<file path="src/rtl/hazard_ctrl_mc_pkg.sv">
// Shared types and constants for the pipeline hazard controller: sequencer states,
// stall/flush vector codes ({SF,FF,SD,FD,SE,FE,SM,FM,SW,FW}) and forward selects.
package hazard_ctrl_mc_pkg;

  typedef enum logic [1:0] {
    MD_IDLE = 2'd0,
    MD_BUSY = 2'd1,
    MD_DONE = 2'd2
  } md_state_e;

  localparam logic [9:0] VEC_RESET   = 10'b0101010101;
  localparam logic [9:0] VEC_FREEZE  = 10'b1010101010;
  localparam logic [9:0] VEC_MD      = 10'b1010100100;
  localparam logic [9:0] VEC_MISPRED = 10'b0001010000;
  localparam logic [9:0] VEC_LDUSE   = 10'b1010010000;
  localparam logic [9:0] VEC_JALD    = 10'b0001000000;
  localparam logic [9:0] VEC_NONE    = 10'b0000000000;

  localparam logic [1:0] FWD_RF  = 2'b00;
  localparam logic [1:0] FWD_MEM = 2'b10;
  localparam logic [1:0] FWD_WB  = 2'b01;

  // The younger producer in MEM always wins over the older one in WB.
  function automatic logic [1:0] fwd_sel(input logic mem_hit, input logic wb_hit);
    if (mem_hit) return FWD_MEM;
    if (wb_hit)  return FWD_WB;
    return FWD_RF;
  endfunction

endpackage

</file>
<file path="src/rtl/hazard_ctrl_mc_if.sv">
// Bundle between the datapath (master) and the hazard controller (slave).
interface hazard_ctrl_mc_if #(
  parameter int REG_AW = 5,
  parameter int CNT_W  = 32
);

  logic              ICacheMiss, DCacheMiss;
  logic              BranchE, PredTakenE, JalrE, JalD, MdStartE;
  logic [REG_AW-1:0] Rs1D, Rs2D, Rs1E, Rs2E, RdE, RdM, RdW;
  logic [1:0]        RegReadD, RegReadE;
  logic              MemToRegE, RegWriteM, RegWriteW, CntClr;

  logic              StallF, StallD, StallE, StallM, StallW;
  logic              FlushF, FlushD, FlushE, FlushM, FlushW;
  logic [1:0]        Forward1E, Forward2E;
  logic              MdBusy, MdDone;
  logic [CNT_W-1:0]  StallCnt, MispredCnt, LdUseCnt;

  modport master (
    output ICacheMiss, DCacheMiss, BranchE, PredTakenE, JalrE, JalD, MdStartE,
           Rs1D, Rs2D, Rs1E, Rs2E, RdE, RdM, RdW, RegReadD, RegReadE,
           MemToRegE, RegWriteM, RegWriteW, CntClr,
    input  StallF, StallD, StallE, StallM, StallW,
           FlushF, FlushD, FlushE, FlushM, FlushW,
           Forward1E, Forward2E, MdBusy, MdDone,
           StallCnt, MispredCnt, LdUseCnt
  );

  modport slave (
    input  ICacheMiss, DCacheMiss, BranchE, PredTakenE, JalrE, JalD, MdStartE,
           Rs1D, Rs2D, Rs1E, Rs2E, RdE, RdM, RdW, RegReadD, RegReadE,
           MemToRegE, RegWriteM, RegWriteW, CntClr,
    output StallF, StallD, StallE, StallM, StallW,
           FlushF, FlushD, FlushE, FlushM, FlushW,
           Forward1E, Forward2E, MdBusy, MdDone,
           StallCnt, MispredCnt, LdUseCnt
  );

endinterface

</file>
<file path="src/rtl/hazard_ctrl_mc_md_seq.sv">
// Mul/div sequencer: holds a multi-cycle op in EX for exactly MD_LAT stall cycles,
// then a one-cycle DONE in which EX advances. A pipeline freeze holds state and count.
module hazard_ctrl_mc_md_seq
  import hazard_ctrl_mc_pkg::*;
#(
  parameter int MD_LAT = 4
) (
  input  logic clk_i,
  input  logic rst_ni,
  input  logic freeze_i,
  input  logic start_i,
  output logic md_stall_o,
  output logic busy_o,
  output logic done_o
);

  localparam int CW = $clog2(MD_LAT);
  localparam logic [CW-1:0] CNT_INIT = CW'(MD_LAT - 2);

  md_state_e       state_q;
  logic [CW-1:0]   cnt_q;

  always_ff @(posedge clk_i or negedge rst_ni) begin
    if (!rst_ni) begin
      state_q <= MD_IDLE;
      cnt_q   <= '0;
    end else if (!freeze_i) begin
      case (state_q)
        MD_IDLE: begin
          if (start_i) begin
            state_q <= MD_BUSY;
            cnt_q   <= CNT_INIT;
          end
        end
        MD_BUSY: begin
          if (cnt_q == '0) state_q <= MD_DONE;
          else             cnt_q   <= cnt_q - CW'(1);
        end
        MD_DONE: state_q <= MD_IDLE;
        default: state_q <= MD_IDLE;
      endcase
    end
  end

  // The IDLE start cycle already stalls, so BUSY only needs MD_LAT-1 cycles.
  assign md_stall_o = ((state_q == MD_IDLE) && start_i) || (state_q == MD_BUSY);
  assign busy_o     = (state_q != MD_IDLE);
  assign done_o     = (state_q == MD_DONE);

endmodule

</file>
<file path="src/rtl/hazard_ctrl_mc.sv">
// Pipeline hazard controller: priority stall/flush mux, EX forwarding selects,
// mul/div sequencing and saturating performance counters.
module hazard_ctrl_mc
  import hazard_ctrl_mc_pkg::*;
#(
  parameter int REG_AW = 5,
  parameter int MD_LAT = 4,
  parameter int CNT_W  = 32
) (
  input  logic             CPU_CLK,
  input  logic             CPU_RST_N,
  hazard_ctrl_mc_if.slave  bus
);

  localparam logic [REG_AW-1:0] X0 = '0;

  logic       miss, md_stall, redirect, load_use;
  logic       mispred_sel, lduse_sel;
  logic [9:0] vec;
  logic       m_hit1, w_hit1, m_hit2, w_hit2;

  logic [CNT_W-1:0] stall_cnt_q, mispred_cnt_q, lduse_cnt_q;

  hazard_ctrl_mc_md_seq #(.MD_LAT(MD_LAT)) u_md_seq (
    .clk_i      (CPU_CLK),
    .rst_ni     (CPU_RST_N),
    .freeze_i   (miss),
    .start_i    (bus.MdStartE),
    .md_stall_o (md_stall),
    .busy_o     (bus.MdBusy),
    .done_o     (bus.MdDone)
  );

  assign miss     = bus.ICacheMiss | bus.DCacheMiss;
  assign redirect = bus.JalrE | (bus.BranchE != bus.PredTakenE);
  assign load_use = bus.MemToRegE && (bus.RdE != X0) &&
                    (((bus.RdE == bus.Rs1D) && bus.RegReadD[1]) ||
                     ((bus.RdE == bus.Rs2D) && bus.RegReadD[0]));

  // Only the winning rule drives the vector and the event counters.
  always_comb begin
    vec         = VEC_NONE;
    mispred_sel = 1'b0;
    lduse_sel   = 1'b0;
    if (!CPU_RST_N)     vec = VEC_RESET;
    else if (miss)      vec = VEC_FREEZE;
    else if (md_stall)  vec = VEC_MD;
    else if (redirect) begin
      vec         = VEC_MISPRED;
      mispred_sel = 1'b1;
    end else if (load_use) begin
      vec       = VEC_LDUSE;
      lduse_sel = 1'b1;
    end else if (bus.JalD) vec = VEC_JALD;
  end

  assign {bus.StallF, bus.FlushF, bus.StallD, bus.FlushD, bus.StallE,
          bus.FlushE, bus.StallM, bus.FlushM, bus.StallW, bus.FlushW} = vec;

  assign m_hit1 = bus.RegWriteM && (bus.RdM != X0) && (bus.RdM == bus.Rs1E) && bus.RegReadE[1];
  assign w_hit1 = bus.RegWriteW && (bus.RdW != X0) && (bus.RdW == bus.Rs1E) && bus.RegReadE[1];
  assign m_hit2 = bus.RegWriteM && (bus.RdM != X0) && (bus.RdM == bus.Rs2E) && bus.RegReadE[0];
  assign w_hit2 = bus.RegWriteW && (bus.RdW != X0) && (bus.RdW == bus.Rs2E) && bus.RegReadE[0];

  assign bus.Forward1E = CPU_RST_N ? fwd_sel(m_hit1, w_hit1) : FWD_RF;
  assign bus.Forward2E = CPU_RST_N ? fwd_sel(m_hit2, w_hit2) : FWD_RF;

  function automatic logic [CNT_W-1:0] sat_next(input logic [CNT_W-1:0] c,
                                                input logic inc, input logic clr);
    if (clr) return '0;
    if (inc && (c != '1)) return c + CNT_W'(1);
    return c;
  endfunction

  always_ff @(posedge CPU_CLK or negedge CPU_RST_N) begin
    if (!CPU_RST_N) stall_cnt_q <= '0;
    else            stall_cnt_q <= sat_next(stall_cnt_q, bus.StallF, bus.CntClr);
  end

  always_ff @(posedge CPU_CLK or negedge CPU_RST_N) begin
    if (!CPU_RST_N) mispred_cnt_q <= '0;
    else            mispred_cnt_q <= sat_next(mispred_cnt_q, mispred_sel, bus.CntClr);
  end

  always_ff @(posedge CPU_CLK or negedge CPU_RST_N) begin
    if (!CPU_RST_N) lduse_cnt_q <= '0;
    else            lduse_cnt_q <= sat_next(lduse_cnt_q, lduse_sel, bus.CntClr);
  end

  assign bus.StallCnt   = stall_cnt_q;
  assign bus.MispredCnt = mispred_cnt_q;
  assign bus.LdUseCnt   = lduse_cnt_q;

endmodule

</file>
<file path="src/flat_wrapper.sv">
// flat-port wrapper written by rule: the top's interface ports become plain ports
module hazard_ctrl_mc_flat import hazard_ctrl_mc_pkg::*;
#(
  parameter int REG_AW = 5,
  parameter int MD_LAT = 4,
  parameter int CNT_W  = 32
)
  (CPU_CLK, CPU_RST_N, bus_ICacheMiss, bus_DCacheMiss, bus_BranchE, bus_PredTakenE, bus_JalrE, bus_JalD, bus_MdStartE, bus_Rs1D, bus_Rs2D, bus_Rs1E, bus_Rs2E, bus_RdE, bus_RdM, bus_RdW, bus_RegReadD, bus_RegReadE, bus_MemToRegE, bus_RegWriteM, bus_RegWriteW, bus_CntClr, bus_StallF, bus_StallD, bus_StallE, bus_StallM, bus_StallW, bus_FlushF, bus_FlushD, bus_FlushE, bus_FlushM, bus_FlushW, bus_Forward1E, bus_Forward2E, bus_MdBusy, bus_MdDone, bus_StallCnt, bus_MispredCnt, bus_LdUseCnt);
  hazard_ctrl_mc_if #(.REG_AW(REG_AW), .CNT_W(CNT_W)) bus_i ();
  input  logic CPU_CLK;
  input  logic CPU_RST_N;
  input wire logic [$bits(bus_i.ICacheMiss)-1:0] bus_ICacheMiss;
  input wire logic [$bits(bus_i.DCacheMiss)-1:0] bus_DCacheMiss;
  input wire logic [$bits(bus_i.BranchE)-1:0] bus_BranchE;
  input wire logic [$bits(bus_i.PredTakenE)-1:0] bus_PredTakenE;
  input wire logic [$bits(bus_i.JalrE)-1:0] bus_JalrE;
  input wire logic [$bits(bus_i.JalD)-1:0] bus_JalD;
  input wire logic [$bits(bus_i.MdStartE)-1:0] bus_MdStartE;
  input wire logic [$bits(bus_i.Rs1D)-1:0] bus_Rs1D;
  input wire logic [$bits(bus_i.Rs2D)-1:0] bus_Rs2D;
  input wire logic [$bits(bus_i.Rs1E)-1:0] bus_Rs1E;
  input wire logic [$bits(bus_i.Rs2E)-1:0] bus_Rs2E;
  input wire logic [$bits(bus_i.RdE)-1:0] bus_RdE;
  input wire logic [$bits(bus_i.RdM)-1:0] bus_RdM;
  input wire logic [$bits(bus_i.RdW)-1:0] bus_RdW;
  input wire logic [$bits(bus_i.RegReadD)-1:0] bus_RegReadD;
  input wire logic [$bits(bus_i.RegReadE)-1:0] bus_RegReadE;
  input wire logic [$bits(bus_i.MemToRegE)-1:0] bus_MemToRegE;
  input wire logic [$bits(bus_i.RegWriteM)-1:0] bus_RegWriteM;
  input wire logic [$bits(bus_i.RegWriteW)-1:0] bus_RegWriteW;
  input wire logic [$bits(bus_i.CntClr)-1:0] bus_CntClr;
  output wire logic [$bits(bus_i.StallF)-1:0] bus_StallF;
  output wire logic [$bits(bus_i.StallD)-1:0] bus_StallD;
  output wire logic [$bits(bus_i.StallE)-1:0] bus_StallE;
  output wire logic [$bits(bus_i.StallM)-1:0] bus_StallM;
  output wire logic [$bits(bus_i.StallW)-1:0] bus_StallW;
  output wire logic [$bits(bus_i.FlushF)-1:0] bus_FlushF;
  output wire logic [$bits(bus_i.FlushD)-1:0] bus_FlushD;
  output wire logic [$bits(bus_i.FlushE)-1:0] bus_FlushE;
  output wire logic [$bits(bus_i.FlushM)-1:0] bus_FlushM;
  output wire logic [$bits(bus_i.FlushW)-1:0] bus_FlushW;
  output wire logic [$bits(bus_i.Forward1E)-1:0] bus_Forward1E;
  output wire logic [$bits(bus_i.Forward2E)-1:0] bus_Forward2E;
  output wire logic [$bits(bus_i.MdBusy)-1:0] bus_MdBusy;
  output wire logic [$bits(bus_i.MdDone)-1:0] bus_MdDone;
  output wire logic [$bits(bus_i.StallCnt)-1:0] bus_StallCnt;
  output wire logic [$bits(bus_i.MispredCnt)-1:0] bus_MispredCnt;
  output wire logic [$bits(bus_i.LdUseCnt)-1:0] bus_LdUseCnt;
  assign bus_i.ICacheMiss = bus_ICacheMiss;
  assign bus_i.DCacheMiss = bus_DCacheMiss;
  assign bus_i.BranchE = bus_BranchE;
  assign bus_i.PredTakenE = bus_PredTakenE;
  assign bus_i.JalrE = bus_JalrE;
  assign bus_i.JalD = bus_JalD;
  assign bus_i.MdStartE = bus_MdStartE;
  assign bus_i.Rs1D = bus_Rs1D;
  assign bus_i.Rs2D = bus_Rs2D;
  assign bus_i.Rs1E = bus_Rs1E;
  assign bus_i.Rs2E = bus_Rs2E;
  assign bus_i.RdE = bus_RdE;
  assign bus_i.RdM = bus_RdM;
  assign bus_i.RdW = bus_RdW;
  assign bus_i.RegReadD = bus_RegReadD;
  assign bus_i.RegReadE = bus_RegReadE;
  assign bus_i.MemToRegE = bus_MemToRegE;
  assign bus_i.RegWriteM = bus_RegWriteM;
  assign bus_i.RegWriteW = bus_RegWriteW;
  assign bus_i.CntClr = bus_CntClr;
  assign bus_StallF = bus_i.StallF;
  assign bus_StallD = bus_i.StallD;
  assign bus_StallE = bus_i.StallE;
  assign bus_StallM = bus_i.StallM;
  assign bus_StallW = bus_i.StallW;
  assign bus_FlushF = bus_i.FlushF;
  assign bus_FlushD = bus_i.FlushD;
  assign bus_FlushE = bus_i.FlushE;
  assign bus_FlushM = bus_i.FlushM;
  assign bus_FlushW = bus_i.FlushW;
  assign bus_Forward1E = bus_i.Forward1E;
  assign bus_Forward2E = bus_i.Forward2E;
  assign bus_MdBusy = bus_i.MdBusy;
  assign bus_MdDone = bus_i.MdDone;
  assign bus_StallCnt = bus_i.StallCnt;
  assign bus_MispredCnt = bus_i.MispredCnt;
  assign bus_LdUseCnt = bus_i.LdUseCnt;
  hazard_ctrl_mc #(.REG_AW(REG_AW), .MD_LAT(MD_LAT), .CNT_W(CNT_W)) u_core (.CPU_CLK(CPU_CLK), .CPU_RST_N(CPU_RST_N), .bus(bus_i));
endmodule
</file>
<file path="config.mk">
export PLATFORM = sky130hd
export DESIGN_NAME = hazard_ctrl_mc_flat
export DESIGN_NICKNAME = d
export VERILOG_FILES = /design/src/rtl/hazard_ctrl_mc_pkg.sv /design/src/rtl/hazard_ctrl_mc_if.sv /design/src/rtl/hazard_ctrl_mc_md_seq.sv /design/src/rtl/hazard_ctrl_mc.sv /design/src/flat_wrapper.sv
export SDC_FILE = /design/constraint.sdc
export NUM_CORES = 1
export LEC_CHECK = 0
export BUFFER_PORTS_ARGS = -buffer_cell sky130_fd_sc_hd__buf_2
export CAP_MARGIN = 30
export CELL_PAD_IN_SITES_DETAIL_PLACEMENT = 2
export CELL_PAD_IN_SITES_GLOBAL_PLACEMENT = 2
export CORE_ASPECT_RATIO = 1.1
export CORE_MARGIN = 5
export CORE_UTILIZATION = 28
export DETAILED_ROUTE_END_ITERATION = 8
export GPL_ROUTABILITY_DRIVEN = 0
export PLACE_DENSITY = 0.83
export SLEW_MARGIN = 20
export SYNTH_ARGS = -nofsm -noshare
export SYNTH_HDL_FRONTEND = slang
export SYNTH_SLANG_ARGS = --single-unit
export TNS_END_PERCENT = 50
</file>
<file path="constraint.sdc">
create_clock -name CPU_CLK -period 2.43 [get_ports CPU_CLK]
set_input_delay 0.486 -clock CPU_CLK [delete_from_list [all_inputs] [get_ports CPU_CLK]]
set_output_delay 0.486 -clock CPU_CLK [all_outputs]
set_load 0.02 [all_outputs]
</file>
==> results by group <==
Setup path
  – Crit Reg-Reg Startpoint: u_core.bus.StallCnt[0]$_DFFE_PN0P_
  – Sum of buffers and inverters on the critical path: 4
  – Max Fanout on Critical Path: 3
  – Setup slack, reg-to-reg: 0.05 ns
  – Reg2Reg Depth: 8
  – Slowest CP cell: or4_4
  – CP required: 1.94 ns
  – CP top delay family: simple AND/OR/NAND/NOR gates
  – Startpoint Class: input pin
  – CP Data Arrival Time: 1.90 ns
  – Crit-path cells: buf_2 -> or4_4 -> o21ai_4 -> o21ai_2 -> buf_4 -> nand2_2 -> inv_2 -> nor2_2 -> buf_6
  – CP max stage delay: 0.54 ns
  – Setup crit end kind: output port
  – FF-to-FF End: u_core.bus.StallCnt[21]$_DFFE_PN0P_
  – Crit path kind: in2out

Logic synthesis
  – Post-synth EDFFs: 0
  – Post-synthesis async set-or-reset flop share: 100%
  – Ys Warns: 0
  – Primary FF master, synth: dfrtp_1
  – Cells after Synth: 683
  – Area leader, netlist: dfrtp_1
  – Sequential share of the synthesized area: 41.5%
  – Post-Syn Nets: 739
  – Mean area per synthesized cell: 8.84 um2
  – Synth Register Bits: 100
  – Cell variety after synth: 54
  – Syn Std Cell Area: 0.00604 mm2
  – Area contributors post-synth: dfrtp_1 41%, xor2_1 5.9%, a21oi_1 4.4%, nand3_1 4.2%, nor2_1 3.9%
  – Top cell type's share of synthesized area: 41.5%

Floorplanning
  – # rows: 56
  – Die Width: 150 um
  – Core area: 0.0213 mm2
  – Die ar.: 0.0246 mm2
  – Die Y-Extent: 164 um
  – Initial core utilization: 28.3%
  – IO Pins: 164

STA
  – Final Setup Violations: 0
  – Worst clock skew: 0.0102 ns
  – Final hold vios: 0
  – Max Freq: 419 MHz
  – Final min period: 2.39 ns
  – Worst-margin pin slew: 0.853 ns
  – Post-route clock period utilization: 98.2%
  – Final Slew Violations: 0
  – Slew HR: 43.1%
  – Final worst slack: 0.0427 ns
  – TNS Setup: 0 ns
  – Unrepaired setup endpoints after global routing: yes

Global routing
  – Grt ovf: 0
  – First-pass GRT wire length: 37.1 mm
  – Initial antenna violation count: 2
  – GRT Overall Usage: 18.8%
  – Vias in the first global route: 6,980
  – Largest net degree at the start of global routing: 76

Clocking
  – CTS tree: built
  – CTS Buffer Depth: 2
  – Worst-path clk slew: 0.07 ns
  – CTS Root Cell: clkbuf_16
  – Post-CTS Hold Buffers: 0
  – Cts bufs inserted: 9
  – Clk Latency, worst-skew pair: 0.36 ns
  – Number of clock sinks: 100
  – H-tree levels: 3

Cells and area
  – Syn-to-layout area delta: 32.9%
  – Share of cells above drive strength 1: 31.9%
  – Number of fill cells: 2,464
  – Post-route cell area: 0.00802 mm2
  – Commonest non-fill, non-tap cell in the layout: buf_2
  – Fin nets: 955
  – Most frequent cells in the layout: 159 x buf_2, 98 x dfrtp_1, 70 x buf_4

Place
  – Post-DP HPWL: 17.0 mm
  – IO buf count: 163
  – Placement-stage worst setup slack: -0.167 ns
  – Placed Area: 0.00761 mm2

Power
  – PwrDens: 488 mW/mm2
  – Final total power: 0.00391 W
  – Maximum VDD drop: 0.314 mV
  – Pleak: 3.62 nW

Detailed routing
  – Post-route ant nets: 0
  – Via density: 5.31
  – Drt total wl: 22.8 mm
  – Detail Route met3 WL: 1.27 mm
  – DR vias: 6,344
  – # DRC: 0
  – Met1 Wirelength: 9.54 mm
  – DRC marker count from the first detailed-route iteration: 282
  – First-pass iteration count of the detailed router: 4
  – Top Layer Used: met5
  – Met2 WL post-DR: 11.5 mm
  – Wire per inst: 19.1 um

Worst hold path
  – Worst min path class: in2async

Run
  – Max Cap Viol: 0

Status
  – Outcome: finished clean
-- worst reg2reg max path, delay by kind of cell (launching register included) --
family,cells,cell delay (ns)
and+or+nand+nor,5,1.24
DFF,1,0.37
muxes,1,0.29
adders and majority gates,1,0.20
buffers and inverters,1,0.18
-- cell type report --
class / instances / area (um2) / area share (%)
Timing Repair Buffer: 234 / 1400 / 17.5
Tap cell: 290 / 363 / 4.52
Sequential cell: 100 / 2500 / 31.2
Clock inverter: 5 / 61.3 / 0.765
Clock buffer: 11 / 243 / 3.03
Inverter: 23 / 86.3 / 1.08
Antenna cell: 1 / 2.50 / 0.0312
Multi-Input combinational cell: 531 / 3350 / 41.8
-- per-stage QoR --
step                cells  hold slack (ns)  util [%]
CTS                  1193            0.274      37.4
global placement     1176            0.547      35.7
detailed placement   1176            0.550      35.7
global route         1195            0.255      37.6
floorplan             683            0.190         -
finish               1195            0.223      37.6
-- how the worst max path moves through the flow --
stage	depth (start not counted)	slack (ns)	endpoint	start
3_5_place_dp	8	-0.17	u_core.bus.StallCnt[21]$_DFFE_PN0P_	bus_PredTakenE
3_3_place_gp	9	-0.10	bus_FlushD	bus_RdE[0]
2_1_floorplan	6	0.007	bus_FlushD	bus_RdE[0]
4_1_cts	9	0.002	bus_FlushD	bus_RdE[0]
6_report	9	0.04	bus_FlushD	bus_RdE[0]
5_1_grt	9	-0.02	bus_FlushD	u_core.u_md_seq.state_q[0]$_DFFE_PN0P_
-- kinds of logic (layout without fill, tap and decap cells) --
kind of cell | after synthesis | count (layout) | synth area share, %
XOR/XNOR | 62 | 62 | 9.00
AND/OR/NAND/NOR | 328 | 328 | 30.0
flip-flops | 100 | 100 | 41.5
AO/OA/AOI/OAI | 126 | 126 | 12.7
other | 0 | 1 | 0
multiplexers | 11 | 11 | 2.05
adder cells (fa/ha/maj) | 4 | 4 | 0.829
buffers and inverters | 52 | 273 | 3.96
-- layer usage --
metal	up-vias	global-route usage, %
li1	2943	-
met1	3209	22.6
met2	161	33.0
met3	29	4.28
met4	2	6.20
met5	-	0
-- synthesized netlist by cell type (10+ instances only) --
master,count
dfrtp_1,100
nor2_1,62
a21oi_1,53
nand3_1,51
nand2_1,44
xor2_1,41
o21ai_0,34
nand4_1,32
or3_1,30
or4_1,25
inv_1,23
o31ai_1,21
xnor2_1,21
clkbuf_1,18
nor3_1,18
and3_1,15
nor2b_1,10
nor4_1,10
-- power by group --
| part | switching [W] | leakage, nW | total (W) | internal, W |
|---|---|---|---|---|
| clock | 0.000706 | 0.138 | 0.00154 | 0.000831 |
| sequential | 0.0000266 | 1.39 | 0.00172 | 0.00170 |
| combinational | 0.000388 | 2.09 | 0.000652 | 0.000264 |
-- registers in the layout, summed over array words and instances, names as in the netlist --
register	count
u_core.bus.LdUseCnt	32
u_core.bus.MispredCnt	32
u_core.u_md_seq.cnt_q	2
u_core.bus.StallCnt	32
u_core.u_md_seq.state_q	2
-- what timing repair did --
| item | CTS | global route |
|---|---|---|
| setup endpoints to repair | 4 | 13 |
| pin swaps | 3 | 1 |
| buffers inserted | 1 | 0 |
| resized for setup | 10 | 10 |
Power figures use the tool's default switching activity.
